## config.mk

```make
export PLATFORM = sky130hd
export DESIGN_NAME = set_ctrl24
export DESIGN_NICKNAME = d
export VERILOG_FILES = /design/src/rtl/time_pkg.sv /design/src/rtl/mod_adj.sv /design/src/rtl/set_ctrl24.sv
export SDC_FILE = /design/constraint.sdc
export NUM_CORES = 1
export LEC_CHECK = 0
export ABC_AREA = 1
export BUFFER_PORTS_ARGS = -buffer_cell sky130_fd_sc_hd__buf_2
export CORE_ASPECT_RATIO = 1.2
export CORE_MARGIN = 2
export CORE_UTILIZATION = 35
export CTS_CLUSTER_SIZE = 12
export DETAILED_ROUTE_END_ITERATION = 7
export GPL_TIMING_DRIVEN = 0
export PLACE_DENSITY_LB_ADDON = 0.08
export SYNTH_ARGS = -nofsm -noshare
export SYNTH_HDL_FRONTEND = slang
export SYNTH_SLANG_ARGS = --single-unit
```

## constraint.sdc

```tcl
create_clock -name clk -period 3.4 [get_ports clk]
set_input_delay 0.34 -clock clk [delete_from_list [all_inputs] [get_ports clk]]
set_output_delay 0.34 -clock clk [all_outputs]
set_load 0.02 [all_outputs]
```

## src/rtl/time_pkg.sv

```systemverilog
// time_pkg: shared definitions for the time-setting controller.
//   state_t      : controller states (IDLE, three edit states, COMMIT)
//   MAX_HOUR     : highest legal hour value (23)
//   MAX_MINSEC   : highest legal minute/second value (59)
//   HOUR_W       : width of an hours field
//   MINSEC_W     : width of a minutes/seconds field
//   FSEL_*       : encodings driven on field_sel
package time_pkg;

  typedef enum logic [2:0] {
    ST_IDLE   = 3'd0,
    ST_EDIT_H = 3'd1,
    ST_EDIT_M = 3'd2,
    ST_EDIT_S = 3'd3,
    ST_COMMIT = 3'd4
  } state_t;

  localparam int MAX_HOUR   = 23;
  localparam int MAX_MINSEC = 59;

  localparam int HOUR_W   = 5;
  localparam int MINSEC_W = 6;

  localparam logic [1:0] FSEL_NONE  = 2'd0;
  localparam logic [1:0] FSEL_HOURS = 2'd1;
  localparam logic [1:0] FSEL_MINS  = 2'd2;
  localparam logic [1:0] FSEL_SECS  = 2'd3;

endpackage

```

## src/rtl/mod_adj.sv

```systemverilog
// mod_adj: combinational modulo up/down adjuster for one time field.
//   Parameters: MAX (largest legal value), W (field width)
//   val  in  W : current field value
//   en   in  1 : adjustment allowed this cycle
//   up   in  1 : increment request (MAX wraps to 0)
//   down in  1 : decrement request (0 wraps to MAX)
//   adj  out W : value to hold next; equals val when disabled or when
//                up and down arrive together
module mod_adj
  import time_pkg::*;
#(
  parameter int MAX = MAX_MINSEC,
  parameter int W   = MINSEC_W
) (
  input  logic [W-1:0] val,
  input  logic         en,
  input  logic         up,
  input  logic         down,
  output logic [W-1:0] adj
);

  localparam logic [W-1:0] TOP = W'(MAX);

  always_comb begin
    adj = val;
    if (en && (up != down)) begin
      if (up) begin
        adj = (val == TOP) ? '0 : val + W'(1);
      end else begin
        adj = (val == '0) ? TOP : val - W'(1);
      end
    end
  end

endmodule

```

## src/rtl/set_ctrl24.sv

```systemverilog
// set_ctrl24: button-driven editor for a 24-hour hh:mm:ss time setting.
//   Parameter TIMEOUT_CYCLES : idle cycles in an edit state before auto-abort
//   clk        in  1 : system clock, rising edge
//   rst_n      in  1 : asynchronous active-low reset
//   btn_set    in  1 : pulse, starts an edit from IDLE (captures cur_*)
//   btn_next   in  1 : pulse, advances hours -> mins -> secs -> commit
//   btn_up     in  1 : pulse, increments the selected field
//   btn_down   in  1 : pulse, decrements the selected field
//   btn_cancel in  1 : pulse, abandons the edit without a load
//   cur_hours/cur_mins/cur_secs in 5/6/6 : live time, sampled on entry
//   hours_o/mins_o/secs_o      out 5/6/6 : edited time, registered
//   field_sel  out 2 : 0 none, 1 hours, 2 mins, 3 secs (registered)
//   load       out 1 : one-cycle commit strobe
//   busy       out 1 : high whenever not IDLE
module set_ctrl24
  import time_pkg::*;
#(
  parameter int TIMEOUT_CYCLES = 1000
) (
  input  logic                clk,
  input  logic                rst_n,
  input  logic                btn_set,
  input  logic                btn_next,
  input  logic                btn_up,
  input  logic                btn_down,
  input  logic                btn_cancel,
  input  logic [HOUR_W-1:0]   cur_hours,
  input  logic [MINSEC_W-1:0] cur_mins,
  input  logic [MINSEC_W-1:0] cur_secs,
  output logic [HOUR_W-1:0]   hours_o,
  output logic [MINSEC_W-1:0] mins_o,
  output logic [MINSEC_W-1:0] secs_o,
  output logic [1:0]          field_sel,
  output logic                load,
  output logic                busy
);

  localparam int CNT_W = (TIMEOUT_CYCLES > 1) ? $clog2(TIMEOUT_CYCLES) : 1;
  localparam logic [CNT_W-1:0] CNT_LAST = CNT_W'(TIMEOUT_CYCLES - 1);

  state_t              state;
  state_t              state_nxt;
  logic [CNT_W-1:0]    idle_cnt;
  logic [CNT_W-1:0]    idle_cnt_nxt;
  logic [1:0]          field_sel_nxt;
  logic                load_nxt;
  logic                busy_nxt;
  logic                any_btn;
  logic                in_edit;
  logic                capture;
  logic                adj_ok;
  logic [HOUR_W-1:0]   hours_adj;
  logic [MINSEC_W-1:0] mins_adj;
  logic [MINSEC_W-1:0] secs_adj;

  // Out-of-range captured values are replaced by zero.
  function automatic logic [HOUR_W-1:0] sat_hour(input logic [HOUR_W-1:0] v);
    return (v > HOUR_W'(MAX_HOUR)) ? '0 : v;
  endfunction

  function automatic logic [MINSEC_W-1:0] sat_minsec(input logic [MINSEC_W-1:0] v);
    return (v > MINSEC_W'(MAX_MINSEC)) ? '0 : v;
  endfunction

  // btn_set has no meaning while editing, so it does not count as activity.
  assign any_btn = btn_next | btn_up | btn_down | btn_cancel;
  assign in_edit = (state == ST_EDIT_H) || (state == ST_EDIT_M) || (state == ST_EDIT_S);
  assign capture = (state == ST_IDLE) && btn_set;
  assign adj_ok  = in_edit && !btn_cancel && !btn_next;

  mod_adj #(.MAX(MAX_HOUR), .W(HOUR_W)) u_adj_hours (
    .val  (hours_o),
    .en   (adj_ok && (state == ST_EDIT_H)),
    .up   (btn_up),
    .down (btn_down),
    .adj  (hours_adj)
  );

  mod_adj #(.MAX(MAX_MINSEC), .W(MINSEC_W)) u_adj_mins (
    .val  (mins_o),
    .en   (adj_ok && (state == ST_EDIT_M)),
    .up   (btn_up),
    .down (btn_down),
    .adj  (mins_adj)
  );

  mod_adj #(.MAX(MAX_MINSEC), .W(MINSEC_W)) u_adj_secs (
    .val  (secs_o),
    .en   (adj_ok && (state == ST_EDIT_S)),
    .up   (btn_up),
    .down (btn_down),
    .adj  (secs_adj)
  );

  // Next-state logic: cancel beats next, next beats up/down.
  always_comb begin
    state_nxt = state;
    unique case (state)
      ST_IDLE: begin
        if (btn_set) state_nxt = ST_EDIT_H;
      end
      ST_EDIT_H, ST_EDIT_M, ST_EDIT_S: begin
        if (btn_cancel) begin
          state_nxt = ST_IDLE;
        end else if (btn_next) begin
          unique case (state)
            ST_EDIT_H: state_nxt = ST_EDIT_M;
            ST_EDIT_M: state_nxt = ST_EDIT_S;
            default:   state_nxt = ST_COMMIT;
          endcase
        end else if (!any_btn && (idle_cnt == CNT_LAST)) begin
          state_nxt = ST_IDLE;
        end
      end
      ST_COMMIT: state_nxt = ST_IDLE;
      default:   state_nxt = ST_IDLE;
    endcase
  end

  // Counter only advances across quiet cycles spent in the same edit session.
  always_comb begin
    idle_cnt_nxt = '0;
    if (in_edit && !any_btn && (state_nxt != ST_IDLE)) begin
      idle_cnt_nxt = idle_cnt + CNT_W'(1);
    end
  end

  // Outputs are decoded from the next state so they register with it.
  always_comb begin
    field_sel_nxt = FSEL_NONE;
    load_nxt      = 1'b0;
    busy_nxt      = (state_nxt != ST_IDLE);
    unique case (state_nxt)
      ST_EDIT_H: field_sel_nxt = FSEL_HOURS;
      ST_EDIT_M: field_sel_nxt = FSEL_MINS;
      ST_EDIT_S: field_sel_nxt = FSEL_SECS;
      ST_COMMIT: load_nxt      = 1'b1;
      default:   field_sel_nxt = FSEL_NONE;
    endcase
  end

  always_ff @(posedge clk or negedge rst_n) begin
    if (!rst_n) begin
      state     <= ST_IDLE;
      idle_cnt  <= '0;
      field_sel <= FSEL_NONE;
      load      <= 1'b0;
      busy      <= 1'b0;
    end else begin
      state     <= state_nxt;
      idle_cnt  <= idle_cnt_nxt;
      field_sel <= field_sel_nxt;
      load      <= load_nxt;
      busy      <= busy_nxt;
    end
  end

  always_ff @(posedge clk or negedge rst_n) begin
    if (!rst_n) begin
      hours_o <= '0;
      mins_o  <= '0;
      secs_o  <= '0;
    end else if (capture) begin
      hours_o <= sat_hour(cur_hours);
      mins_o  <= sat_minsec(cur_mins);
      secs_o  <= sat_minsec(cur_secs);
    end else begin
      hours_o <= hours_adj;
      mins_o  <= mins_adj;
      secs_o  <= secs_adj;
    end
  end

endmodule

```

==> metrics.txt, run 1 <==
status=finished, final reports clean; Yosys top cell by area=dfrtp_1; Avg Inst Size Synth=7.40 um^2; Worst setup SP type=register; Non-Filler Instances=463; Fin. Hold Viols=0; Slew Limit Fails=0; cells after synthesis=324; Worst Reg-to-Reg Cells=7; Post-Place Cells=455; Slew HR=0.466; post-route minimum period=1580 ps; max-cap violations=0; vias in the first global route=2139; setup bufs post-CTS=0; setup_tns=0 ps; # port buffers=44; CORE AREA=6730 um^2; post-synthesis register bit count=34; GP Congestion=0.859; Overall Global Routing Usage=0.178; crit-path max FO=10; first-pass GRT wire length=10400 um; post-DP HPWL=4630 um; routed len/inst=13.1 um; share of layout cells above drive strength 1=0.199; Synth cell types=35; Clock Sinks=34; Crit path arrival time=1750 ps; Die X=79.6 um; detailed-route DRC error count=0; fin crit share=0.465; total CTS buffers=5; busiest grt layer=met2; CP Class=reg2reg; Post-layout nets=408; Clock Latency Late Sink=300 ps; Routed Antenna Nets=0; # rows=33; H-tree depth=2; grt met1 use=0.226; top cells by area, synth=dfrtp_1 35%, nand2_1 9.7%, nand3_1 6.3%; Max VDD drop=0.337 mV; Post-CTS Hold Fix Bufs=0; starting DRC count in detailed routing=99; Die H=94.7 um; post-synth top area share=0.355; Leakage=1.43 nW; Power per Cell Area=731 nW/um^2; dpl ws=1790 ps; Synth-to-Final Area Change=18.5%; final worst slack=1820 ps; met3 track demand over resource=0.0325; Clk Tree Root Cell=clkbuf_8; # diodes=0; YS warnings=0; pin count of the biggest net entering global routing=35; worst-margin pin slew=801 ps; CP Capture Type=register; post-CTS sizing=0; via count=2240; Clock transition at path regs=80 ps; GRT overflow=0; Core Util, Final=0.422; CTS tree=built; RSZ-0062 raised after global routing=false; syn_nets=357; cell area after synthesis=2400 um^2; I/O pin cnt=45; Max Root-Sink Buffers=2; Fmax=0.633 GHz; DR vias/cell=4.84; DIE AREA=7530 um^2; worst min path class=in2async; 1st-pass router iterations=4; Fin Clk Skew=8.80 ps; Final setup viols=0; M2 GR Usage=0.309; CP required=3570 ps; Seq/Total Area, Yosys=0.355; Detailed Route WL=6050 um; Final Power=2.08 mW; Starting Density=0.356; initial antenna violation count=0
## path summary, 6_finish.rpt
path,start,end,slack (ps)
min in group clk,cur_hours[1],hours_o[1],300
worst max register to register,state[0],hours_o[4],1820
worst min-delay path,rst_n,state[2],130
max in group asynchronous,rst_n,secs_o[2],2760
worst max-delay path,state[0],hours_o[4],1820
worst min register to register,idle_cnt[0],idle_cnt[0],470
## cell families after synthesis
logic type               Yosys count  synth area share
adder cells (fa/ha/maj)            9            0.0469
buffers and inverters             47            0.0782
flip-flops                        34             0.355
AO/OA/AOI/OAI                     62             0.142
AND/OR/NAND/NOR                  151             0.301
XOR/XNOR                          21            0.0767
## synth_stat cells (all sizes together)
cell type / count
and2: 2
or2: 1
dfrtp: 34
nor2: 41
o2111ai: 1
a21oi: 14
o22ai: 1
o21ai: 35
o211ai: 4
clkbuf: 2
nand3b: 1
nand2: 65
nand3: 31
ha: 9
a31oi: 4
nand4: 8
a22oi: 3
buf: 4
nor3: 2
inv: 41
xnor2: 5
xor2: 16
## layer usage
| metal | routed length [um] | part of all wire |
|---|---|---|
| met1 | 2690 | 0.45 |
| met2 | 3070 | 0.51 |
| met3 | 238 | 0.039 |
| met4 | 53 | 0.0088 |
| met5 | 0 | 0 |
## sequential cells by signal (all words and copies together), names as in the netlist
name / cells
busy: 1
hours_o: 5
field_sel: 2
state: 3
secs_o: 6
mins_o: 6
load: 1
idle_cnt: 10
## metrics by stage
step	hold slack [ps]	area, um^2
2_1_floorplan	44.4	2400
5_1_grt	196	2840
4_1_cts	159	2840
3_3_place_gp	451	2730
6_report	129	2840
3_5_place_dp	459	2730
## worst max-delay path, stage by stage, from the launching register on
cell     delay, ps
dfrtp_1        450
nor2_4         190
nand3_4        190
inv_4          170
buf_4          210
o21ai_1         90
nand3_1         80
o21ai_0         90
## where the power goes
group          internal [mW]  switching [mW]  total (mW)
Clock                  0.218           0.170       0.389
Sequential             0.510           0.135       0.645
Combinational          0.387           0.656        1.04
Total                   1.12           0.961        2.08
## cells in the final DEF, fill, tap and decap left out, drive strengths merged, types with 4 or more instances in the layout
master	n
a21oi	14
a31oi	4
buf	48
clkbuf	7
dfrtp	34
ha	9
inv	41
nand2	65
nand3	31
nand4	8
nor2	41
o211ai	4
o21ai	35
xnor2	5
xor2	16
## cell type report
class | instances | area [um^2]
multi-input combinational | 243 | 1360
fill | 740 | 3890
sequential | 34 | 851
timing repair buffer | 44 | 220
clock buffer | 5 | 68.8
clock inverter | 3 | 45.0
inverter | 41 | 156
tap | 87 | 109
buffer | 6 | 31.3
No activity file was read; power rests on OpenSTA's default activity.
==> run 2: changes to the inputs <==
==> constraint.sdc (replaced) <==
create_clock -name clk -period 1.61 [get_ports clk]
set_input_delay 0.161 -clock clk [delete_from_list [all_inputs] [get_ports clk]]
set_output_delay 0.161 -clock clk [all_outputs]
set_load 0.02 [all_outputs]
==> metrics.txt, run 2 (synthesis results as in run 1) <==
crit-path max FO=5 (-5); most frequent cells in the layout=60 x nand2_1, 47 x buf_2, 34 x inv_1, 33 x nor2_1, 31 x dfrtp_1; WHS=117 ps (-12.5 ps); Final Power=4.46 mW (+110%); Clock Latency Late Sink=300 ps (about the same); Routed Antenna Nets=0 (unchanged); Max VDD drop=0.731 mV (+120%); Die H=94.7 um (unchanged); # port buffers=44 (unchanged); fill count=739 (-0.14%); Clock transition at path regs=80 ps (about the same); worst min path class=in2reg; via count=2307 (+3.0%); # diodes=0 (unchanged); max-cap violations=0 (unchanged); first-pass GRT wire length=10400 um (+0.39%); Power per Cell Area=1510 nW/um^2 (+110%); Clk Tree Root Cell=clkbuf_8; WL met2=3160 um (+3.0%); Post-layout nets=416 (+2.0%); Fin. Hold Viols=0 (unchanged); Starting Density=0.356 (unchanged); Fin Clk Skew=9.00 ps (+0.201 ps); DIE AREA=7530 um^2 (unchanged); total CTS buffers=5 (unchanged); Synth-to-Final Area Change=22.6%; CP required=1790 ps (-1780 ps); Post-Place Cells=455 (unchanged); Leakage=1.46 nW (+2.4%); top flop regs=idle_cnt: 10 flops, mins_o: 6 flops, secs_o: 6 flops; DR vias/cell=4.90 (+1.2%); max reg flops=10 (unchanged); Clock power frac=0.184 (-0.003); Crit path arrival time=1750 ps (about the same); pin count of the biggest net entering global routing=35 (unchanged); Comb pwr share=0.508 (+0.006); Sw Pwr=2.06 mW (+110%); CORE AREA=6730 um^2 (unchanged); H-tree depth=2 (unchanged); Max Root-Sink Buffers=2 (unchanged); metal3 WL=270 um (+13%); GRT overflow=0 (unchanged); post-route minimum period=1570 ps (-14.6 ps); detailed-route DRC error count=0 (unchanged); 1st-pass router iterations=4 (unchanged); routed len/inst=13.3 um (+1.8%); Die X=79.6 um (unchanged); status=finished, final reports clean; Slew Limit Fails=0 (unchanged); WL met1=2790 um (+3.6%); share of layout cells above drive strength 1=0.245 (+0.0453); worst-margin pin slew=801 ps (-0.0726 ps); fin crit share=0.973 (+0.508); Power Internal=2.39 mW (+110%); Flop pwr share=0.308 (-0.002); initial antenna violation count=0 (unchanged); post-DP HPWL=4630 um (unchanged); CP Capture Type=register; RSZ-0062 raised after global routing=true; Slew HR=0.466 (about the same); # rows=33 (unchanged); GP Congestion=0.859 (unchanged); Worst setup SP type=register; Detailed Route WL=6270 um (+3.6%); Largest Register=idle_cnt; Final setup viols=0 (unchanged); commonest non-fill, non-tap cell in the layout=nand2_1; Fmax=0.639 GHz (+0.93%); I/O pin cnt=45 (unchanged); Non-Filler Instances=471 (+1.7%); starting DRC count in detailed routing=79 (-20%); CTS tree=built; vias in the first global route=2153 (+0.65%); CP Class=reg2reg; Clock Sinks=34 (unchanged); Overall Global Routing Usage=0.178 (+0.000401); Sw Ratio=0.463 (about the same); Top Metal Used=met4
## run 2: power groups by stage
stage | clock network [mW] | logic [mW] | registers [mW]
global route | 0.886 | 2.57 | 1.43
finish | 0.820 | 2.26 | 1.37
floorplan | 0 | 1.37 | 1.59
detailed placement | 0 | 2.21 | 1.38
CTS | 0.845 | 2.24 | 1.37
global placement | 0 | 2.22 | 1.38
## run 2: final timing paths
path | endpoint | from | cells past startpoint | slack, ps
worst min-delay path | hours_o[1] | cur_hours[1] | 3 | 120
min in group asynchronous | state[2] | rst_n | 2 | 490
worst min register to register | idle_cnt[0] | idle_cnt[0] | 1 | 460
worst max-delay path | idle_cnt[6] | idle_cnt[0] | 12 | 40
worst max register to register | idle_cnt[6] | idle_cnt[0] | 12 | 40
max in group asynchronous | mins_o[0] | rst_n | 2 | 560
## run 2: what timing repair did
item	in CTS	in global routing
pin swaps	1	7
cloned	0	2
endpoints found under the hold margin	34	0
endpoints found under the setup margin	2	20
gates resized for setup	1	17
buffers inserted	2	3
hold buffers	1	0
## run 2: metrics by stage
| stage | setup TNS (ps) | instance area (um^2) | util | worst slack, ps |
|---|---|---|---|---|
| floorplan | 0 | 2400 | - | 149 |
| global placement | 0 | 2730 | 0.405 | 8.88 |
| detailed placement | 0 | 2730 | 0.405 | 4.25 |
| CTS | 0 | 2870 | 0.426 | 7.98 |
| global route | -975 | 2940 | 0.437 | -121 |
| finish | 0 | 2940 | 0.437 | 44.0 |
## run 2: routing by layer
layer,GRT usage,vias to the layer above
met3,0.0325,4
met5,0,-
met2,0.307,50
li1,-,1189
met1,0.228,1064
met4,0.0474,0
## run 2: worst max-delay path, stage by stage (launching register included)
cell,delay [ps]
dfrtp_1,370
ha_2,200
nand2_2,60
inv_2,60
nand2_2,50
nor2_2,100
nand2_1,70
nand2_1,60
nand2_1,60
nand2_2,90
nand4_4,140
nand2_4,130
nor2_1,50
## run 2: layout make-up
type,instances,area (um^2),share of cell area
timing repair buffer,50,268,0.0910
inverter,41,159,0.0540
buffer,6,31.3,0.0106
clock inverter,3,45.0,0.0153
sequential,34,855,0.291
multi-input combinational,245,1410,0.478
clock buffer,5,68.8,0.0234
tap,87,109,0.0370
==> run 3: changes to the inputs <==
--- a/config.mk
+++ b/config.mk
@@ -13,7 +13,9 @@
 export CTS_CLUSTER_SIZE = 12
 export DETAILED_ROUTE_END_ITERATION = 7
 export GPL_TIMING_DRIVEN = 0
-export PLACE_DENSITY_LB_ADDON = 0.08
+export PLACE_DENSITY = 0.56
+export REMOVE_ABC_BUFFERS = 1
+export SLEW_MARGIN = 20
 export SYNTH_ARGS = -nofsm -noshare
 export SYNTH_HDL_FRONTEND = slang
 export SYNTH_SLANG_ARGS = --single-unit
==> metrics.txt, run 3 (synthesis results as in run 1) <==
dpl ws=-78.9 ps (-83.2 ps); Slew HR=0.458 (-0.00783); detailed-route DRC error count=0 (unchanged); worst-path cell chain=ha_2, nand2_2, inv_2, nand2_1, nor2_1, nand2_1, nand2_1, nand2_1, nand2_2, nand4_4, nand2_4, nor2_1; Crit path arrival time=1760 ps (about the same); share of layout cells above drive strength 1=0.258 (+0.0129); post-route minimum period=1580 ps (+10.2 ps); crit-path max FO=5 (unchanged); Final setup viols=0 (unchanged); total CTS buffers=5 (unchanged); Power per Cell Area=1540 nW/um^2 (+1.6%); Fmax=0.634 GHz (-0.65%); Comb pwr share=0.488 (-0.020); post-route design area=3040 um^2 (+3.4%); # diodes=0 (unchanged); WP buf/inv=1 (unchanged); max reg flops=10 (unchanged); Synth-to-Final Area Change=26.8%; Largest Register=idle_cnt; initial antenna violation count=0 (unchanged); Die X=79.6 um (unchanged); Max VDD drop=0.799 mV (+9.3%); vias in the first global route=2164 (+0.51%); # rows=33 (unchanged); worst-margin pin slew=813 ps (+11.8 ps); Clock power frac=0.211 (+0.027); via count=2350 (+1.9%); Worst setup SP type=register; DIE AREA=7530 um^2 (unchanged); delay-heaviest family, CP=simple AND/OR/NAND/NOR gates; 1st-pass router iterations=4 (unchanged); most frequent CP cell=nand2_1; most frequent cells in the layout=61 x nand2_1, 44 x buf_2, 35 x nor2_1, 34 x inv_1, 32 x dfrtp_1; Starting Density=0.356 (unchanged); RSZ-0062 raised after global routing=true; Clk Tree Root Cell=clkbuf_8; slowest CP cell=dfrtp_1; starting DRC count in detailed routing=123 (+56%); Overall Global Routing Usage=0.168 (-0.0102); CORE AREA=6730 um^2 (unchanged); Sw Pwr=2.06 mW (about the same); Routed Antenna Nets=0 (unchanged); DR vias/cell=4.91 (+0.16%); CP peak stage delay=370 ps (about the same); pin count of the biggest net entering global routing=35 (unchanged); H-tree depth=2 (unchanged); Detailed Route WL=5920 um (-5.6%); Die H=94.7 um (unchanged); routed len/inst=12.4 um (-7.1%); Max Root-Sink Buffers=2 (unchanged); GRT overflow=0 (unchanged); Sw Ratio=0.441 (-0.0224); Power Internal=2.62 mW (+9.5%); GP Congestion=0.863 (+0.37%); top flop regs=idle_cnt: 10 flops, mins_o: 6 flops, secs_o: 6 flops; # port buffers=44 (unchanged); Fin Clk Skew=5.40 ps (-3.60 ps); I/O pin cnt=45 (unchanged); commonest non-fill, non-tap cell in the layout=nand2_1; status=finished, final reports clean; CTS tree=built; Clock transition at path regs=80 ps (about the same); fin crit share=0.979 (+0.00632); final worst slack=33.8 ps (-10.2 ps); CP required=1800 ps (about the same); CP Class=reg2reg; Core Util, Final=0.452 (+0.0149); Clock Latency Late Sink=290 ps (about the same); post-DP HPWL=4190 um (-9.5%); CP Capture Type=register; Clock Sinks=34 (unchanged); first-pass GRT wire length=10000 um (-4.0%); worst min path class=in2reg; Flop pwr share=0.300 (-0.008); Slew Limit Fails=0 (unchanged); Fin. Hold Viols=0 (unchanged); max-cap violations=0 (unchanged); Leakage=1.53 nW (+4.5%); Post-layout nets=424 (+1.9%); Cell Area, Placed=2700 um^2 (-1.1%)
run 3: cell count changes in the layout (fill, tap and decap cells not counted), sizes merged, moves of 2 or more:
cell      delta
clkbuf       -2
buf         +11
clkinv       +2
clkinvlp     -2
run 3: metal layers:
metal | track usage | up-vias | share of wire
met5 | 0 | - | 0
met4 | 0.0517 | 0 | 0.012
met3 | 0.0335 | 7 | 0.038
met2 | 0.289 | 49 | 0.50
met1 | 0.212 | 1088 | 0.45
li1 | - | 1206 | -
run 3: final cells by class:
| type | instances | area, um^2 |
|---|---|---|
| flip-flops and latches | 34 | 853 |
| inverters | 41 | 166 |
| multi-input cells | 244 | 1400 |
| well taps | 87 | 109 |
| fillers | 688 | 3690 |
| repair buffers | 65 | 380 |
| clock inverters | 3 | 68.8 |
| clock buffers | 5 | 68.8 |
run 3: per-stage QoR:
stage / total power [mW] / hold WS (ps) / TNS, ps / cells
after floorplan: 2.93 / -135 / 0 / 318
after global placement: 3.51 / 305 / -360 / 449
after detailed placement: 3.53 / 311 / -440 / 449
after CTS: 4.59 / 111 / 0 / 464
after global routing: 5.08 / 131 / -962 / 479
final: 4.68 / 120 / 0 / 479
run 3: timing repair:
action	in CTS	in global routing
gates cloned	1	0
hold buffers	1	0
pin swaps	1	11
gates resized for setup	4	13
hold endpoints to repair	34	0
setup endpoints to repair	22	18
setup buffers	5	15
run 3: path summary, 6_finish.rpt:
path / start / to / slack [ps] / depth (start not counted)
max in group asynchronous: rst_n / mins_o[2] / 560 / 2
setup / recovery: idle_cnt[0] / idle_cnt[6] / 30 / 12
setup reg to reg: idle_cnt[0] / idle_cnt[6] / 30 / 12
min in group asynchronous: rst_n / load / 490 / 2
hold reg to reg: idle_cnt[9] / idle_cnt[9] / 560 / 2
hold / removal: cur_hours[1] / hours_o[1] / 120 / 3
run 3: worst min-delay path: cells and delay by family:
family | cells | cell delay, ps
AND/OR/NAND/NOR | 1 | 50
buffers and inverters | 1 | 90
AO/OA/AOI/OAI | 1 | 80
run 3: power groups by stage:
stage	Clock, mW	Combinational [mW]	Sequential [mW]
final	0.990	2.29	1.41
after global routing	1.05	2.58	1.45
after CTS	1.02	2.16	1.41
after detailed placement	0	2.10	1.43
after global placement	0	2.09	1.43
after floorplan	0	1.30	1.63
